[src/rtl/audio_ctrl_pkg.sv]
`default_nettype none
// ============================================================================
//  Module      : audio_ctrl_pkg
//  Description : Shared transport state encoding, button priority constants
//                and the command resolver used by audio_transport_ctrl.
//  Revision    : 1.0 - initial release
// ============================================================================
package audio_ctrl_pkg;

    typedef enum logic [1:0] {
        ST_IDLE   = 2'd0,
        ST_PLAY   = 2'd1,
        ST_RECORD = 2'd2
    } state_e;

    typedef enum logic [1:0] {
        CMD_NONE   = 2'd0,
        CMD_PLAY   = 2'd1,
        CMD_RECORD = 2'd2,
        CMD_STOP   = 2'd3
    } cmd_e;

    // Bit positions in the press vector; a higher index wins.
    localparam int unsigned PRIO_PLAY   = 0;
    localparam int unsigned PRIO_RECORD = 1;
    localparam int unsigned PRIO_STOP   = 2;

    function automatic cmd_e resolve_cmd(input logic [2:0] presses);
        cmd_e cmd;
        cmd = CMD_NONE;
        if (presses[PRIO_STOP])
            cmd = CMD_STOP;
        else if (presses[PRIO_RECORD])
            cmd = CMD_RECORD;
        else if (presses[PRIO_PLAY])
            cmd = CMD_PLAY;
        return cmd;
    endfunction

endpackage
`default_nettype wire

[src/rtl/button_debounce.sv]
`default_nettype none
// ============================================================================
//  Module      : button_debounce
//  Description : Two-flop synchronizer, stable-count debouncer and a one-cycle
//                press strobe on each accepted rising level.
//  Revision    : 1.0 - initial release
// ============================================================================
module button_debounce
    import audio_ctrl_pkg::*;
#(
    parameter int DEBOUNCE_CYCLES = 250000
) (
    input  logic clk_i,
    input  logic rst_i,
    input  logic btn_i,
    output logic press_o
);

    localparam int CNT_W = (DEBOUNCE_CYCLES > 1) ? $clog2(DEBOUNCE_CYCLES) : 1;
    localparam logic [CNT_W-1:0] CNT_LAST = CNT_W'(DEBOUNCE_CYCLES - 1);

    logic             sync1_q, sync2_q;
    logic             level_q, level_d;
    logic             press_q, press_d;
    logic [CNT_W-1:0] cnt_q, cnt_d;

    // The count only advances while the synchronized input disagrees with the
    // accepted level; any agreeing sample restarts it.
    always_comb begin
        level_d = level_q;
        press_d = 1'b0;
        cnt_d   = '0;
        if (sync2_q != level_q) begin
            if (cnt_q == CNT_LAST) begin
                level_d = sync2_q;
                press_d = sync2_q;
            end else begin
                cnt_d = cnt_q + CNT_W'(1);
            end
        end
    end

    always_ff @(posedge clk_i) begin
        if (rst_i) begin
            sync1_q <= 1'b0;
            sync2_q <= 1'b0;
            level_q <= 1'b0;
            press_q <= 1'b0;
            cnt_q   <= '0;
        end else begin
            sync1_q <= btn_i;
            sync2_q <= sync1_q;
            level_q <= level_d;
            press_q <= press_d;
            cnt_q   <= cnt_d;
        end
    end

    assign press_o = press_q;

endmodule
`default_nettype wire

[src/rtl/audio_transport_ctrl.sv]
`default_nettype none
// ============================================================================
//  Module      : audio_transport_ctrl
//  Description : Multi-track record/play transport with debounced buttons,
//                per-track take lengths and memory address/strobe generation.
//                Define AUDIO_LOOP_EN to make playback loop continuously.
//  Revision    : 1.0 - initial release
// ============================================================================
module audio_transport_ctrl
    import audio_ctrl_pkg::*;
#(
    parameter int NUM_TRACKS      = 4,
    parameter int ADDR_W          = 14,
    parameter int DEBOUNCE_CYCLES = 250000,
    parameter int TRK_W           = $clog2(NUM_TRACKS)
) (
    input  logic                    clk_i,
    input  logic                    rst_i,
    input  logic                    play_i,
    input  logic                    record_i,
    input  logic                    stop_i,
    input  logic [TRK_W-1:0]        track_sel_i,
    input  logic                    sample_tick_i,
    output logic                    start_play_o,
    output logic                    start_record_o,
    output logic                    playing_o,
    output logic                    recording_o,
    output logic [TRK_W+ADDR_W-1:0] mem_addr_o,
    output logic                    read_en_o,
    output logic                    write_en_o,
    output logic                    done_o
);

    localparam logic [ADDR_W:0]   FULL_LEN  = {1'b1, {ADDR_W{1'b0}}};
    localparam logic [ADDR_W-1:0] LAST_ADDR = {ADDR_W{1'b1}};

    logic [2:0] presses;
    cmd_e       cmd;

    button_debounce #(.DEBOUNCE_CYCLES(DEBOUNCE_CYCLES)) u_db_play (
        .clk_i(clk_i), .rst_i(rst_i), .btn_i(play_i),   .press_o(presses[PRIO_PLAY])
    );
    button_debounce #(.DEBOUNCE_CYCLES(DEBOUNCE_CYCLES)) u_db_record (
        .clk_i(clk_i), .rst_i(rst_i), .btn_i(record_i), .press_o(presses[PRIO_RECORD])
    );
    button_debounce #(.DEBOUNCE_CYCLES(DEBOUNCE_CYCLES)) u_db_stop (
        .clk_i(clk_i), .rst_i(rst_i), .btn_i(stop_i),   .press_o(presses[PRIO_STOP])
    );

    assign cmd = resolve_cmd(presses);

    state_e                  state_q;
    logic [TRK_W-1:0]        track_q;
    logic [ADDR_W-1:0]       addr_q;
    logic [ADDR_W:0]         len_q [NUM_TRACKS];
    logic [TRK_W+ADDR_W-1:0] mem_addr_q;
    logic                    start_play_q, start_record_q, playing_q, recording_q;
    logic                    read_en_q, write_en_q, done_q;

    always_ff @(posedge clk_i) begin
        if (rst_i) begin
            state_q        <= ST_IDLE;
            track_q        <= '0;
            addr_q         <= '0;
            mem_addr_q     <= '0;
            start_play_q   <= 1'b0;
            start_record_q <= 1'b0;
            playing_q      <= 1'b0;
            recording_q    <= 1'b0;
            read_en_q      <= 1'b0;
            write_en_q     <= 1'b0;
            done_q         <= 1'b0;
            for (int t = 0; t < NUM_TRACKS; t++)
                len_q[t] <= '0;
        end else begin
            start_play_q   <= 1'b0;
            start_record_q <= 1'b0;
            read_en_q      <= 1'b0;
            write_en_q     <= 1'b0;
            done_q         <= 1'b0;
            case (state_q)
                ST_IDLE: begin
                    if (cmd == CMD_RECORD) begin
                        track_q        <= track_sel_i;
                        addr_q         <= '0;
                        state_q        <= ST_RECORD;
                        recording_q    <= 1'b1;
                        start_record_q <= 1'b1;
                    end else if (cmd == CMD_PLAY) begin
                        track_q <= track_sel_i;
                        // An empty track cannot be played; stay idle silently.
                        if (len_q[track_sel_i] != '0) begin
                            addr_q       <= '0;
                            state_q      <= ST_PLAY;
                            playing_q    <= 1'b1;
                            start_play_q <= 1'b1;
                        end
                    end
                end
                ST_RECORD: begin
                    if (cmd == CMD_STOP) begin
                        len_q[track_q] <= {1'b0, addr_q};
                        addr_q         <= '0;
                        state_q        <= ST_IDLE;
                        recording_q    <= 1'b0;
                    end else if (sample_tick_i) begin
                        write_en_q <= 1'b1;
                        mem_addr_q <= {track_q, addr_q};
                        if (addr_q == LAST_ADDR) begin
                            len_q[track_q] <= FULL_LEN;
                            addr_q         <= '0;
                            done_q         <= 1'b1;
                            state_q        <= ST_IDLE;
                            recording_q    <= 1'b0;
                        end else begin
                            addr_q <= addr_q + ADDR_W'(1);
                        end
                    end
                end
                ST_PLAY: begin
                    if (cmd == CMD_STOP) begin
                        addr_q    <= '0;
                        state_q   <= ST_IDLE;
                        playing_q <= 1'b0;
                    end else if (sample_tick_i) begin
                        read_en_q  <= 1'b1;
                        mem_addr_q <= {track_q, addr_q};
                        if ({1'b0, addr_q} == len_q[track_q] - (ADDR_W+1)'(1)) begin
                            done_q <= 1'b1;
                            addr_q <= '0;
`ifdef AUDIO_LOOP_EN
`else
                            state_q   <= ST_IDLE;
                            playing_q <= 1'b0;
`endif
                        end else begin
                            addr_q <= addr_q + ADDR_W'(1);
                        end
                    end
                end
                default: begin
                    state_q     <= ST_IDLE;
                    playing_q   <= 1'b0;
                    recording_q <= 1'b0;
                end
            endcase
        end
    end

    assign start_play_o   = start_play_q;
    assign start_record_o = start_record_q;
    assign playing_o      = playing_q;
    assign recording_o    = recording_q;
    assign mem_addr_o     = mem_addr_q;
    assign read_en_o      = read_en_q;
    assign write_en_o     = write_en_q;
    assign done_o         = done_q;

endmodule
`default_nettype wire

[config.mk]
export PLATFORM = sky130hd
export DESIGN_NAME = audio_transport_ctrl
export DESIGN_NICKNAME = d
export VERILOG_FILES = /design/src/rtl/audio_ctrl_pkg.sv /design/src/rtl/button_debounce.sv /design/src/rtl/audio_transport_ctrl.sv
export SDC_FILE = /design/constraint.sdc
export NUM_CORES = 1
export LEC_CHECK = 0
export ABC_AREA = 1
export BUFFER_PORTS_ARGS = -buffer_cell sky130_fd_sc_hd__buf_2
export CORE_ASPECT_RATIO = 1.4
export CORE_MARGIN = 2
export CORE_UTILIZATION = 62
export CTS_CLUSTER_DIAMETER = 40
export DETAILED_ROUTE_END_ITERATION = 8
export PLACE_DENSITY_LB_ADDON = 0.25
export SLEW_MARGIN = 30
export SYNTH_ARGS = -nofsm -noshare
export SYNTH_HDL_FRONTEND = slang
export SYNTH_SLANG_ARGS = --single-unit
export TNS_END_PERCENT = 10
[constraint.sdc]
create_clock -name clk_i -period 2.9 [get_ports clk_i]
set_input_delay 0.29 -clock clk_i [delete_from_list [all_inputs] [get_ports clk_i]]
set_output_delay 0.29 -clock clk_i [all_outputs]
set_load 0.02 [all_outputs]
* Word-level counts from Yosys, hierarchy flattened
Memory sizes are Yosys's and may differ from the RTL's. A register that Yosys moved wholly into a read port is not among the register bits.
Index checks and enable logic that the tools add are counted.
W data, S select, Z words.
** Operators by class
- Add/subtract/negate cells :: 5
- Equality and inequality tests :: 23
- Multiplexer cells :: 63
- Bitwise operators :: 12
- Reduce and logical (&&, ||, !) cells :: 25
** Operators with widths (number)
- $mux W14 :: 9
- $add A18 B1 Y18 const B :: 3
- $eq A18 B18 Y1 const B :: 3
- $pmux W14 S3 :: 1
- $mux W2 :: 16
- $mux W1 :: 31
- $mux W15 :: 2
- $ne A3 B3 Y1 const B :: 6
- $reduce_or A3 Y1 :: 6
- $eq A14 B15 Y1 :: 1
- $reduce_bool A15 Y1 :: 1
- $reduce_or A15 Y1 :: 1
- $sub A15 B1 Y15 const B :: 1
- $add A14 B1 Y14 const B :: 1
- $eq A14 B14 Y1 const B :: 1
- $reduce_and A6 Y1 :: 2
- $not A1 Y1 :: 11
- $ne A2 B2 Y1 const B :: 4
- $reduce_and A2 Y1 :: 4
- $reduce_or A2 Y1 :: 4
- $eq A2 B2 Y1 const B :: 3
- $pmux W1 S3 :: 2
- $pmux W2 S3 :: 1
- $reduce_and A5 Y1 :: 1
- 10 further kinds :: 13
** Word-level totals
- Register bits :: 107
- RAM bits :: 60
- Input bits :: 8
- Output and inout bits :: 23
- Word-level logic and storage cells :: 155
- Memories :: 1
** Memories
- len_q :: depth 4, bits a word 15, read ports 2, clocked after memory_dff 1, write ports 4, line audio_transport_ctrl.sv:55 : logic [ADDR_W:0] len_q [NUM_TRACKS];

* Logic depth before layout (Yosys ltp)
Gate-level depths: netlist of run 1.
- Word-level depth :: 11
- Mapped depth :: 20
- Mapped depth without buffers :: 19

* Cells and area by module
A second synthesis of run 1 with hierarchy kept.
** Second synthesis, totals
- Cells, all modules :: 1232
- Area total of the unflattened synthesis :: 9097.5 µm²
** Modules (own cells, without submodules)
- audio_transport_ctrl :: instances 1, cells each 734, area each 5635.4 µm²
- button_debounce (u_db_play ...) :: instances 2, cells each 163, area each 1143.6 µm²
- button_debounce (u_db_stop) :: instances 1, cells each 172, area each 1174.9 µm²

* Least setup slack after synthesis of run 1
No wires, ideal clock.
- Path type :: register to register
- Start point :: reg addr_q[1]
- End point :: mem len_q[1][0] (netlist name), enable pin
- Setup time :: 0.366 ns
- Arrival time :: 2.311 ns
- Setup slack :: 0.223 ns
- Stages on the path, launching flop included :: 20
- Clock period less this slack :: 2.677 ns
- Path through :: dfxtp_1 > ha_1 > nand2_2 > nor2_2 > inv_2 > nor2_4 > nand3_2 > nor2_2 > inv_2 > nor3_4 > nand3_2 > inv_2 > nand2_4 > nand2_4 > inv_4 > nor2_4 > inv_2 > nor2_4 > inv_1 > nand2_1
** RTL lines
- from (decl) :: line audio_transport_ctrl.sv:54 : logic [ADDR_W-1:0] addr_q;
- from (signal assigned) :: line audio_transport_ctrl.sv:116 : addr_q <= addr_q + ADDR_W'(1);
- from (signal assigned) :: line audio_transport_ctrl.sv:137 : addr_q <= addr_q + ADDR_W'(1);
- to (decl) :: line audio_transport_ctrl.sv:55

==> results of run 1 <==
[layout by cell type, fill, tap and decap left out, drive strengths merged, types with 12 or more instances in the layout]
cell type,n
o21ai,12
nor4,31
nor3,28
nand2,280
xor2,32
inv,175
nand4,14
dfxtp,109
buf,54
nor2,117
nand3,98
nor3b,13
edfxtp,60
a21oi,61
clkbuf,17
ha,12
[cells by family (layout without fill, tap and decap cells)]
group,Yosys count,in the layout,share of synthesized area [%]
buffers and inverters,200,254,9.74
DFF,169,169,47.1
xor gates and xnor gates,32,32,3.31
AOI/OAI and AO/OA,86,86,5.62
and+or+nand+nor,587,587,32.5
adders and majority gates,12,12,1.77
[what timing repair did]
action / in CTS / in global routing
resized for setup: 0 / 8
endpoints found under the setup margin: 0 / 31
hold buffers: 0 / 0
hold endpoints to repair: 0 / 0
[metrics by stage]
step | std cells | instance area [um^2] | utilization [%]
final | 1322 | 9400 | 70.2
after global routing | 1322 | 9400 | 70.2
after CTS | 1322 | 9380 | 70.1
after detailed placement | 1290 | 8840 | 66.0
after global placement | 1290 | 8830 | 66.0
after floorplan | 1086 | 8460 | -
[worst reg2reg max path: stages, from the launching register on]
cell	delay [ps]
dfxtp_1	400
ha_1	220
nand2_2	70
nor2_2	100
inv_2	50
nor2_4	80
nand3_2	90
nor2_2	130
inv_2	60
nor3_4	150
nand3_2	120
inv_2	90
nand2_4	80
nand2_4	80
inv_4	50
nor2_8	100
inv_4	70
nor2_8	80
inv_1	60
nand2_1	50
buf_4	240
[metal layers]
metal	routed length, um	share of wire (%)
met5	0	0
met4	921	4.6
met3	1110	5.5
met2	10400	52
met1	7700	38
[power by group through the flow]
stage / logic (mW) / registers (mW) / clock network [mW]
floorplan: 0.443 / 2.60 / 0
global placement: 0.590 / 2.60 / 0
detailed placement: 0.597 / 2.60 / 0
CTS: 0.601 / 2.55 / 2.12
global route: 0.677 / 2.55 / 2.20
finish: 0.609 / 2.55 / 2.09
[flip-flops by register name, summed over array words and instances, names as in the netlist, 2 cells and up, named ones only]
name	flops
addr_q	14
len_q	60
mem_addr_o	16
state_q	2
track_q	2
u_db_play.cnt_q	18
u_db_record.cnt_q	18
u_db_stop.cnt_q	18
[path summary, 6_finish.rpt]
| check | start | to | depth (start not counted) |
|---|---|---|---|
| min reg2reg | u_db_play.sync1_q$_SDFF_PP0_ | u_db_play.sync2_q$_SDFF_PP0_ | 2 |
| min | play_i | u_db_play.sync1_q$_SDFF_PP0_ | 3 |
| max reg2reg | addr_q[0]$_SDFFE_PP0P_ | len_q[0][13]$_SDFFCE_PN0P_ | 20 |
| max | addr_q[0]$_SDFFE_PP0P_ | len_q[0][13]$_SDFFCE_PN0P_ | 20 |
[final cells by class]
| class | count | share of cell area, % |
|---|---|---|
| Timing Repair Buffer | 54 | 3.69 |
| Inverter | 168 | 6.79 |
| Tap cell | 182 | 2.42 |
| Sequential cell | 169 | 42.4 |
| Clock inverter | 15 | 1.25 |
| Clock buffer | 17 | 4.53 |
| Multi-Input combinational cell | 717 | 38.9 |
==> impl_metrics.tcl, run 1 <==
set metrics [dict create \
    first_pass_iters 5 \
    status "finished clean" \
    nets 1147 \
    end_kind "flop" \
    drive_gt1_share_pct 12.7 \
    clkSinkCount 169 \
    crit_top_cell "inv_2" \
    clk_path_buf_depth 2 \
    hold_viol 0 \
    crit_arrival_ps 2810 \
    area_delta_synth_final_pct 11.1 \
    period_needed_ps 2690 \
    p_clk_share_pct 39.9 \
    switching_share_pct 27.8 \
    cts_setup_buffers 0 \
    place.port_buffers 30 \
    synth_area_per_cell_um2 7.79 \
    cp_slowest_cell "dfxtp_1" \
    synth_common_cells "nand2_1, inv_1, dfxtp_1" \
    synthesis.nets 1106 \
    syn_area_um2 8460 \
    ys.warnings.count 0 \
    hpwlAfterDp_mm 15.2 \
    track_usage_pct 28.9 \
    finalCritPeriodShare_pct 92.9 \
    grt_pass1_wl_mm 32.2 \
    leakagePower_nw 3.98 \
    clk_pin_slew_worst_paths_ps 70 \
    cp-start-kind "flop" \
    crit_family "simple AND/OR/NAND/NOR gates" \
    crit_required_ps 3020 \
    worstMarginPinSlew_ps 691 \
    worst-path-max-fanout 15 \
    fill_cells 1131 \
    core_um2 13400 \
    htreeDepth 4 \
    io_pins 31 \
    synthCells 1086 \
    ys_ff_latch 169 \
    regArea_um2 3990 \
    grt_pass1_vias 6693 \
    diodes 0 \
    synthFlopType "dfxtp_1" \
    numCtsBuffers 17 \
    die_area_um2 14600 \
    wl_per_cell_um 15.2 \
    gr-usage-met1_pct 33.9 \
    synth_edf_count 60 \
    yosys.area.top_type "dfxtp_1" \
    clk_latency_ps 430 \
    maxCapViolCount 0 \
    rows 50 \
    gp_congestion 0.986 \
    num_vias 7166 \
    r2r_slack_ps 210 \
    rsz0062_at_grt "false" \
    die_w_um 103 \
    async_flop_share_pct 0 \
    tritoncts "built" \
    ir_drop_mv 0.443 \
    cp_num_buf_inv 7 \
    antenna_found_initial 0 \
    synth.area.top_cells "dfxtp_1, edfxtp_1, nand2_1" \
    power_density_nw_per_um2 559 \
    power_mw 5.25 \
    synth.most_common_cell "nand2_1" \
    start_util_pct 63.2 \
    ant_nets 0 \
    tns_ps 0 \
    power_frac_seq_pct 48.5 \
    skew_ps 13.3 \
    gr-total-overflow 0 \
    die_y_um 142 \
    cpPeakStageDelay_ps 400 \
    synth_cell_type_count 42 \
    vias_per_cell 5.42 \
    finalMaxSlewViolations 0 \
    setup_ws_ps 207 \
    hold_slack_ps 66.8 \
    switching_power_mw 1.46 \
    wl_mm 20.1 \
    root_buffer "clkbuf_16" \
    grt_max_degree 32 \
    hold_path.class "input pin to flop" \
    seq_area_frac_synth_pct 47.1 \
    route.detailed.drc 0 \
    met2_usage_pct 50.0 \
    relSlewSlack_pct 53.9 \
    critical_path.cell_chain "ha_1, nand2_2, nor2_2, inv_2, nor2_4, nand3_2, nor2_2, inv_2, nor3_4, nand3_2, inv_2, nand2_4, nand2_4, inv_4, nor2_8, inv_4, nor2_8, inv_1, nand2_1, buf_4" \
    critPathKind "flop to flop" \
    yosys.area.top_type_share_pct 25.8 \
    grt_use_met3_pct 5.65 \
    dp_slack_ps 177 \
    p_comb_share_pct 11.6 \
    fmax_ghz 0.371 \
    setup_viol_count_final 0 \
    grt_busiest_layer "met2" \
    internal-power_mw 3.79 \
    drt_iter0_markers 640 \
    multi_input_area_um2 3660 \
]
(Power assumes the default switching activity.)
==> run 2: changes to the inputs <==
Settings changed: PLACE_DENSITY set to 0.8, PLACE_DENSITY_LB_ADDON 0.25 to unset.
==> impl_metrics.tcl, run 2 (same netlist as run 1, synthesis figures left out) <==
set metrics [dict create \
    switching_power_mw 1.46 \
    maxCapViolCount 0 \
    largest_register_ffs 60 \
    htreeDepth 4 \
    nets 1145 \
    drt_iter0_markers 453 \
    p_comb_share_pct 11.4 \
    end_kind "flop" \
    final_common_cell "nand2_1" \
    crit_arrival_ps 3040 \
    grt_max_degree 41 \
    hpwlAfterDp_mm 13.6 \
    fill_cells 1089 \
    place.port_buffers 30 \
    wl_per_cell_um 14.2 \
    numCtsBuffers 17 \
    first_pass_iters 7 \
    route.detailed.drc 0 \
    hold_path.class "input pin to flop" \
    leakagePower_nw 4.03 \
    r2r_slack_ps 160 \
    diodes 0 \
    worst-path-max-fanout 14 \
    cp-start-kind "flop" \
    setup_viol_count_final 0 \
    core_um2 13400 \
    multi_input_area_um2 3660 \
    gr-total-overflow 0 \
    switching_share_pct 26.7 \
    finalMaxSlewViolations 0 \
    root_buffer "clkbuf_16" \
    io_pins 31 \
    ir_drop_mv 0.439 \
    crit_required_ps 3200 \
    rows 50 \
    die_y_um 142 \
    p_clk_share_pct 42.0 \
    clkSinkCount 169 \
    start_util_pct 63.2 \
    gp_congestion 0.930 \
    power_density_nw_per_um2 577 \
    period_needed_ps 2740 \
    die_area_um2 14600 \
    hold_viol 0 \
    regArea_um2 3990 \
    area_delta_synth_final_pct 11.6 \
    largest_register "len_q" \
    num_vias 7083 \
    finalCritPeriodShare_pct 94.4 \
    clk_path_buf_depth 2 \
    dp_cells 1288 \
    internal-power_mw 4.00 \
    clk_latency_ps 430 \
    ant_nets 0 \
    skew_ps 9.20 \
    die_w_um 103 \
    relSlewSlack_pct 51.1 \
    post-route-cell-area_um2 9440 \
    antenna_found_initial 0 \
    tritoncts "built" \
    vias_per_cell 5.37 \
    worstMarginPinSlew_ps 733 \
    place_area_um2 8820 \
    critPathKind "flop to flop" \
    grt_pass1_vias 6724 \
    fmax_ghz 0.365 \
    wl_mm 18.8 \
    track_usage_pct 26.6 \
    grt_pass1_wl_mm 30.1 \
    layout_common_cells "nand2_1, inv_1, dfxtp_1" \
    clk_pin_slew_worst_paths_ps 70 \
    layoutNonFillerInstCount 1320 \
    drive_gt1_share_pct 12.6 \
    power_frac_seq_pct 46.7 \
    utilization_pct 70.5 \
    status "finished clean" \
]
==> run 2: cell types whose count changed in the layout (fill, tap and decap cells not counted), moves of 2 or more <==
cell / previous run / this run
clkinvlp_4: 5 / 0
inv_8: 2 / 0
clkinv_4: 0 / 3
clkbuf_8: 0 / 3
clkinv_2: 0 / 2
clkinvlp_2: 2 / 0
buf_4: 22 / 20
==> run 2: worst paths after layout <==
path / startpoint / to / depth (start not counted)
worst max-delay path: flop / addr_q[13]$_SDFFE_PP0P_ / 16
worst min-delay path: stop_i / u_db_stop.sync1_q$_SDFF_PP0_ / 3
worst max register to register: flop / addr_q[13]$_SDFFE_PP0P_ / 16
worst min register to register: u_db_record.sync1_q$_SDFF_PP0_ / u_db_record.sync2_q$_SDFF_PP0_ / 2
==> run 2: layout make-up <==
type,instances,area share (%)
multi-input cells,717,38.7
well taps,182,2.41
clock inverters,11,1.14
repair buffers,52,3.51
inverters,168,6.78
flip-flops and latches,169,42.2
clock buffers,21,5.21
==> run 2: critical path: stages (launching register included) <==
cell and delay, ps:
dfxtp_1 510, inv_2 130, nand3_1 110, nand2_1 120
ha_1 330, xor2_1 200, o21ai_0 110, nor2_1 90
nand2_1 50, nor2_1 100, nand2_1 50, nor2_1 80
nand2_1 110, o21bai_4 230, nand2_4 180, nand3_1 130
a21oi_1 70
==> run 2: power by group through the flow <==
stage | Combinational, mW | Clock [mW] | Sequential [mW]
finish | 0.620 | 2.29 | 2.54
global route | 0.676 | 2.38 | 2.55
CTS | 0.611 | 2.30 | 2.54
detailed placement | 0.596 | 0 | 2.60
global placement | 0.585 | 0 | 2.59
floorplan | 0.443 | 0 | 2.60
==> run 2: per-stage QoR <==
step	setup TNS, ps	hold slack (ps)	power (mW)	worst slack (ps)
finish	0	58.7	5.45	162
floorplan	0	388	3.05	223
CTS	0	59.5	5.45	114
global placement	0	392	3.18	269
detailed placement	0	396	3.19	211
global route	-13.0	55.1	5.61	-11.6
==> run 2: layer usage <==
layer / share of wire [%] / wire [um] / GRT usage, %
met1: 39 / 7360 / 30.2
met2: 53 / 9910 / 48.1
met3: 4.9 / 917 / 5.50
met4: 3.0 / 560 / 10.6
met5: 0 / 0 / 0
==> run 2: what timing repair did <==
action                                  4_1_cts  5_1_grt
hold buffers                                  0        0
buffers inserted                              0        0
resized for setup                             0        8
endpoints found under the setup margin        0       31
